<file path="config.mk">
export PLATFORM = sky130hd
export DESIGN_NAME = pubkey_uart_streamer
export DESIGN_NICKNAME = d
export VERILOG_FILES = /design/src/rtl/pubkey_uart_pkg.sv /design/src/rtl/uart_tx_byte.sv /design/src/rtl/pubkey_uart_streamer.sv
export SDC_FILE = /design/constraint.sdc
export NUM_CORES = 1
export LEC_CHECK = 0
export ABC_CLOCK_PERIOD_IN_PS = 24200
export CELL_PAD_IN_SITES_DETAIL_PLACEMENT = 1
export CELL_PAD_IN_SITES_GLOBAL_PLACEMENT = 2
export CORE_MARGIN = 1.5
export CORE_UTILIZATION = 34
export DETAILED_ROUTE_END_ITERATION = 8
export GPL_ROUTABILITY_DRIVEN = 0
export PLACE_DENSITY_LB_ADDON = 0.1
export REMOVE_ABC_BUFFERS = 1
export SLEW_MARGIN = 20
export SYNTH_ARGS = -nofsm -noshare
export SYNTH_HDL_FRONTEND = slang
export SYNTH_SLANG_ARGS = --single-unit
</file>
<file path="constraint.sdc">
create_clock -name clk -period 24.2 [get_ports clk]
set_input_delay 4.84 -clock clk [delete_from_list [all_inputs] [get_ports clk]]
set_output_delay 4.84 -clock clk [all_outputs]
set_load 0.005 [all_outputs]
</file>
<file path="src/rtl/pubkey_uart_pkg.sv">
// Shared constants, state encodings and hex helper for the public-key UART streamer.
// Define UART_CRLF_EN to terminate each message with CR LF instead of LF alone.
package pubkey_uart_pkg;

   localparam logic [7:0] ASCII_CR = 8'h0D;
   localparam logic [7:0] ASCII_LF = 8'h0A;
   localparam logic [7:0] NIBBLES  = 8'd128;
`ifdef UART_CRLF_EN
   localparam logic [7:0] MSG_LEN  = 8'd130;
`else
   localparam logic [7:0] MSG_LEN  = 8'd129;
`endif

   typedef enum logic [1:0] {TX_IDLE, TX_START, TX_DATA, TX_STOP} tx_state_e;
   typedef enum logic [1:0] {MSG_IDLE, MSG_SEND, MSG_DONE} msg_state_e;

   // 0-9 map to '0'-'9', 10-15 map to lowercase 'a'-'f'
   function automatic logic [7:0] nibble_to_ascii(input logic [3:0] nib);
      if (nib < 4'd10) return 8'h30 + {4'h0, nib};
      else             return 8'h57 + {4'h0, nib};
   endfunction

endpackage

</file>
<file path="src/rtl/uart_tx_byte.sv">
// 8N1 byte serialiser; ready is also high in the last stop-bit cycle so the
// next byte can follow with no idle gap.
module uart_tx_byte
   import pubkey_uart_pkg::*;
#(
   parameter int BAUD_DIV = 104
) (
   input  logic       clk,
   input  logic       rst_n,
   input  logic       start,
   input  logic [7:0] byte_in,
   output logic       ready,
   output logic       txd
);

   localparam int               CNT_W     = $clog2(BAUD_DIV);
   localparam logic [CNT_W-1:0] BAUD_LAST = CNT_W'(BAUD_DIV - 1);

   tx_state_e        state, state_nxt;
   logic [CNT_W-1:0] baud_cnt;
   logic [2:0]       bit_idx;
   logic [7:0]       shreg;
   logic             baud_end, load, txd_nxt;

   assign baud_end = (baud_cnt == BAUD_LAST);
   assign ready    = (state == TX_IDLE) || ((state == TX_STOP) && baud_end);
   assign load     = ready && start;

   always_ff @(posedge clk) begin
      if (!rst_n) begin
         state    <= TX_IDLE;
         baud_cnt <= '0;
         bit_idx  <= '0;
         txd      <= 1'b1;
      end else begin
         state    <= state_nxt;
         txd      <= txd_nxt;
         baud_cnt <= ((state == TX_IDLE) || baud_end) ? '0 : baud_cnt + 1'b1;
         if ((state == TX_DATA) && baud_end) bit_idx <= bit_idx + 3'd1;
      end
   end

   // shift register is pure data: loaded on accept, shifted at each data-bit end
   always_ff @(posedge clk) begin
      if (load)                                shreg <= byte_in;
      else if ((state == TX_DATA) && baud_end) shreg <= {1'b0, shreg[7:1]};
   end

   always_comb begin
      state_nxt = state;
      case (state)
         TX_IDLE:  if (start)                          state_nxt = TX_START;
         TX_START: if (baud_end)                       state_nxt = TX_DATA;
         TX_DATA:  if (baud_end && (bit_idx == 3'd7))  state_nxt = TX_STOP;
         TX_STOP:  if (baud_end)                       state_nxt = start ? TX_START : TX_IDLE;
         default:                                      state_nxt = TX_IDLE;
      endcase
   end

   // txd is computed from the next state so the pin is a clean flop output
   always_comb begin
      case (state_nxt)
         TX_START: txd_nxt = 1'b0;
         TX_DATA:  txd_nxt = ((state == TX_DATA) && baud_end) ? shreg[1] : shreg[0];
         default:  txd_nxt = 1'b1;
      endcase
   end

endmodule

</file>
<file path="src/rtl/pubkey_uart_streamer.sv">
// Accepts one {pub_x, pub_y} key per handshake and streams it as lowercase hex
// over 8N1 UART. Define UART_CRLF_EN for a CR LF terminator (default: LF only).
module pubkey_uart_streamer
   import pubkey_uart_pkg::*;
#(
   parameter int BAUD_DIV = 104
) (
   input  logic         clk,
   input  logic         rst_n,
   input  logic         pk_valid,
   output logic         pk_ready,
   input  logic [255:0] pub_x,
   input  logic [255:0] pub_y,
   output logic         txd,
   output logic         busy,
   output logic         msg_done
);

   msg_state_e   state, state_nxt;
   logic [511:0] hold;
   logic [7:0]   char_idx, next_idx, tx_byte;
   logic         accept, last_char, tx_start, tx_ready;

   assign accept    = pk_valid && (state == MSG_IDLE);
   assign last_char = (char_idx == (MSG_LEN - 8'd1));
   assign next_idx  = char_idx + 8'd1;
   assign tx_start  = accept || ((state == MSG_SEND) && tx_ready && !last_char);

   always_ff @(posedge clk) begin
      if (!rst_n) begin
         state    <= MSG_IDLE;
         char_idx <= '0;
      end else begin
         state <= state_nxt;
         if (accept)        char_idx <= '0;
         else if (tx_start) char_idx <= next_idx;
      end
   end

   // top nibble of hold is always the character after the one on the wire
   always_ff @(posedge clk) begin
      if (accept)        hold <= {pub_x[251:0], pub_y, 4'h0};
      else if (tx_start) hold <= {hold[507:0], 4'h0};
   end

   // first character comes straight from the port so txd falls right after the handshake
   always_comb begin
      if (state == MSG_IDLE)      tx_byte = nibble_to_ascii(pub_x[255:252]);
      else if (next_idx < NIBBLES) tx_byte = nibble_to_ascii(hold[511:508]);
`ifdef UART_CRLF_EN
      else if (next_idx == NIBBLES) tx_byte = ASCII_CR;
`endif
      else                         tx_byte = ASCII_LF;
   end

   always_comb begin
      state_nxt = state;
      case (state)
         MSG_IDLE: if (pk_valid)              state_nxt = MSG_SEND;
         MSG_SEND: if (tx_ready && last_char) state_nxt = MSG_DONE;
         MSG_DONE:                            state_nxt = MSG_IDLE;
         default:                             state_nxt = MSG_IDLE;
      endcase
   end

   always_comb begin
      pk_ready = (state == MSG_IDLE);
      busy     = (state != MSG_IDLE);
      msg_done = (state == MSG_DONE);
   end

   uart_tx_byte #(
      .BAUD_DIV (BAUD_DIV)
   ) u_tx (
      .clk     (clk),
      .rst_n   (rst_n),
      .start   (tx_start),
      .byte_in (tx_byte),
      .ready   (tx_ready),
      .txd     (txd)
   );

endmodule

</file>
==> reports/summary.txt <==
FMAX -> 116.8 MHz
post-synth top area share -> 0.6668
layout cells sized above 1 -> 0.04231
Worst slew margin -> 0.1645
area added between synthesis and finish -> 34.00%
CTS Buf Count -> 61
CP peak stage delay -> 0.87 ns
post-DP HPWL -> 45.04 mm
die width -> 264.2 um
effective utilization at floorplan -> 0.3441
Worst-Margin Slew -> 1.253 ns
vias per cell -> 4.648
area of the multi-input gates -> 0.006681 mm2
r2r setup slk -> 19.39 ns
EDFF count, synth -> 515
die extent in y -> 264.2 um
final std cells w/o fill -> 3741
max cap viols -> 0
max-slew violations -> 0
Synth Instances -> 2329
cell taking the most area after synthesis -> edfxtp_1
cell repeated most along the worst path -> nand2_4
final non-filler cell area -> 0.03108 mm2
Period minus WS final -> 8.562 ns
Final Util -> 0.4611
die area -> 0.06979 mm2
VDD IR max -> 49.43 uV
Worst Path Required -> 24.42 ns
CTS Hold Bufs -> 0
cell area power density -> 78.18 mW/mm2
Fin Setup TNS -> 0 ns
HP Class -> flip-flop to flip-flop
vias in the first global route -> 18538
global-route wire length before repair -> 103.9 mm
standard-cell row count -> 95
clk_lat worst skew -> 0.62 ns
CP top delay family -> buffers and inverters
Total Wirelength -> 66.39 mm
PortBufs -> 518
fin crit share -> 0.3538
syn avg cell area -> 9.959 um2
wire per inst -> 17.75 um
grt total ovfl -> 0
RSZ-0062 raised after global routing -> no
Leakage -> 13.23 nW
CP arrival -> 8.78 ns
Fin. Hold Viols -> 0
antenna-violating nets left -> 0
register area -> 0.01593 mm2
Area after DPL -> 0.02906 mm2
Core Region -> 0.06740 mm2
clk buf depth -> 3
YS warnings -> 0
placed insts -> 3617
Nets -> 3329
post-synthesis sequential area ratio -> 0.6866
outcome -> completed
Buf+Inv Stages, Crit Path -> 3
Sink Count -> 538
GRT Total Usage -> 0.1899
clock slew at reported path FFs -> 0.06 ns
critical-path maximum fanout -> 161
kind of critical path -> input port to flip-flop
Cell Chain, Critical Path -> clkdlybuf4s50_1 -> nand2_4 -> nand2_4 -> buf_12 -> buf_4
io pins -> 519
Top FF cell, synth -> edfxtp_1
H-tree levels -> 2
initial antenna violation count -> 32
Fill cells -> 7451
post-CTS setup buffers -> 0
via count -> 17387
Layout Skew -> 0.02214 ns
CTS tree -> done
largest net degree at the start of global routing -> 230
CP max-delay cell -> buf_4
FF+latch count, synth -> 538
1st-iter DRT viols -> 1058
Pwr Total -> 2.430 mW
first-pass iteration count of the detailed router -> 5
Mapped Area -> 0.02319 mm2
DRC -> 0
Final setup viols -> 0
top post-synthesis cells by area -> edfxtp_1 (67%), nand2_1 (25%), buf_2 (2.1%), dfxtp_1 (2.0%), ha_1 (0.38%)
synth unique cells -> 47
post-cts resize count -> 0
crit end category -> flip-flop
fraction of registers with async set or reset after synthesis -> 0
Worst Setup Start Kind -> input port
Root Driver -> clkbuf_16
per-stage QoR:
stage                     hold slack (ns)  worst slack [ns]
after CTS                          0.4482             15.34
after floorplan                    0.4113            -12.96
after global routing               0.4714             15.30
after global placement             0.4283             14.78
after detailed placement           0.4399             14.68
final                              0.4416             15.64
cell usage in the layout (no fill, tap or decap), drive strengths merged, types with 4 or more instances in the layout:
cell type / n
inv: 14
xnor2: 7
a21oi: 13
xor2: 7
and2: 4
buf: 14
ha: 7
o21ai: 7
clkbuf: 72
nor2: 21
clkdlybuf4s50: 518
edfxtp: 515
nor2b: 5
nand3: 12
diode: 8
clkinv: 33
dfxtp: 23
nand2: 1531
or2: 4
and3: 9
bufinv: 7
final timing paths:
path,from,endpoint,depth (start not counted)
setup / recovery,pk_valid,hold[288]$_DFFE_PP_,5
setup reg to reg,state[1]$_SDFFE_PN0P_,hold[288]$_DFFE_PP_,6
hold reg to reg,u_tx.baud_cnt[0]$_SDFF_PP0_,u_tx.baud_cnt[0]$_SDFF_PP0_,1
hold / removal,u_tx.baud_cnt[0]$_SDFF_PP0_,u_tx.baud_cnt[0]$_SDFF_PP0_,1
registers in the layout (all words and copies together) (netlist names):
signal / cells
char_idx: 8
hold: 508
state: 2
u_tx.baud_cnt: 7
u_tx.bit_idx: 3
u_tx.shreg: 7
u_tx.state: 2
u_tx.txd: 1
worst register-to-register path, delay by kind of cell (launching register included):
kind                   cells  cell delay [ns]
buffers and inverters      3             2.25
flip-flops                 1             0.35
AND/OR/NAND/NOR            3             1.73
kinds of logic after synthesis:
kind of cell	share of synthesized area
DFF	0.6866
xor gates and xnor gates	0.005287
AOI/OAI and AO/OA	0.01117
and+or+nand+nor	0.2648
adders and majority gates	0.003776
buffers and inverters	0.02606
muxes	0.002320
final cells by class:
class                      count  share of cell area
sequential                   538              0.5124
multi-input combinational   1662              0.2150
timing repair buffer         532              0.1711
clock buffer                  72             0.05181
tap                          873             0.03515
clock inverter                44             0.01240
inverter                      12            0.001449
antenna                        8           0.0006441
synthesized netlist by cell type, types with 2 or more instances:
cell type / number
and2_1: 4
nand2_1: 1529
buf_2: 96
nor2b_1: 5
xor2_1: 7
and3_1: 9
ha_1: 7
mux2_2: 3
inv_1: 12
mux2i_1: 2
a31oi_1: 2
nor3_1: 3
xnor2_1: 7
o21ai_0: 7
a21boi_0: 2
a211oi_1: 2
edfxtp_1: 515
nor2_1: 21
nand3_1: 12
dfxtp_1: 23
a21oi_1: 13
or2_2: 4
clkbuf_1: 20
routing by layer:
metal | global-route usage | routed length, um | up-vias
met5 | 0 | 295 | -
met4 | 0.05157 | 1395 | 48
met3 | 0.05928 | 4550 | 129
met2 | 0.3196 | 32310 | 348
met1 | 0.2352 | 27830 | 8336
li1 | - | - | 8526
where the power goes:
part           internal [mW]  switching (mW)
Combinational          0.130           0.163
Sequential              1.17          0.0309
Clock                  0.547           0.385
(Power assumes the default switching activity.)
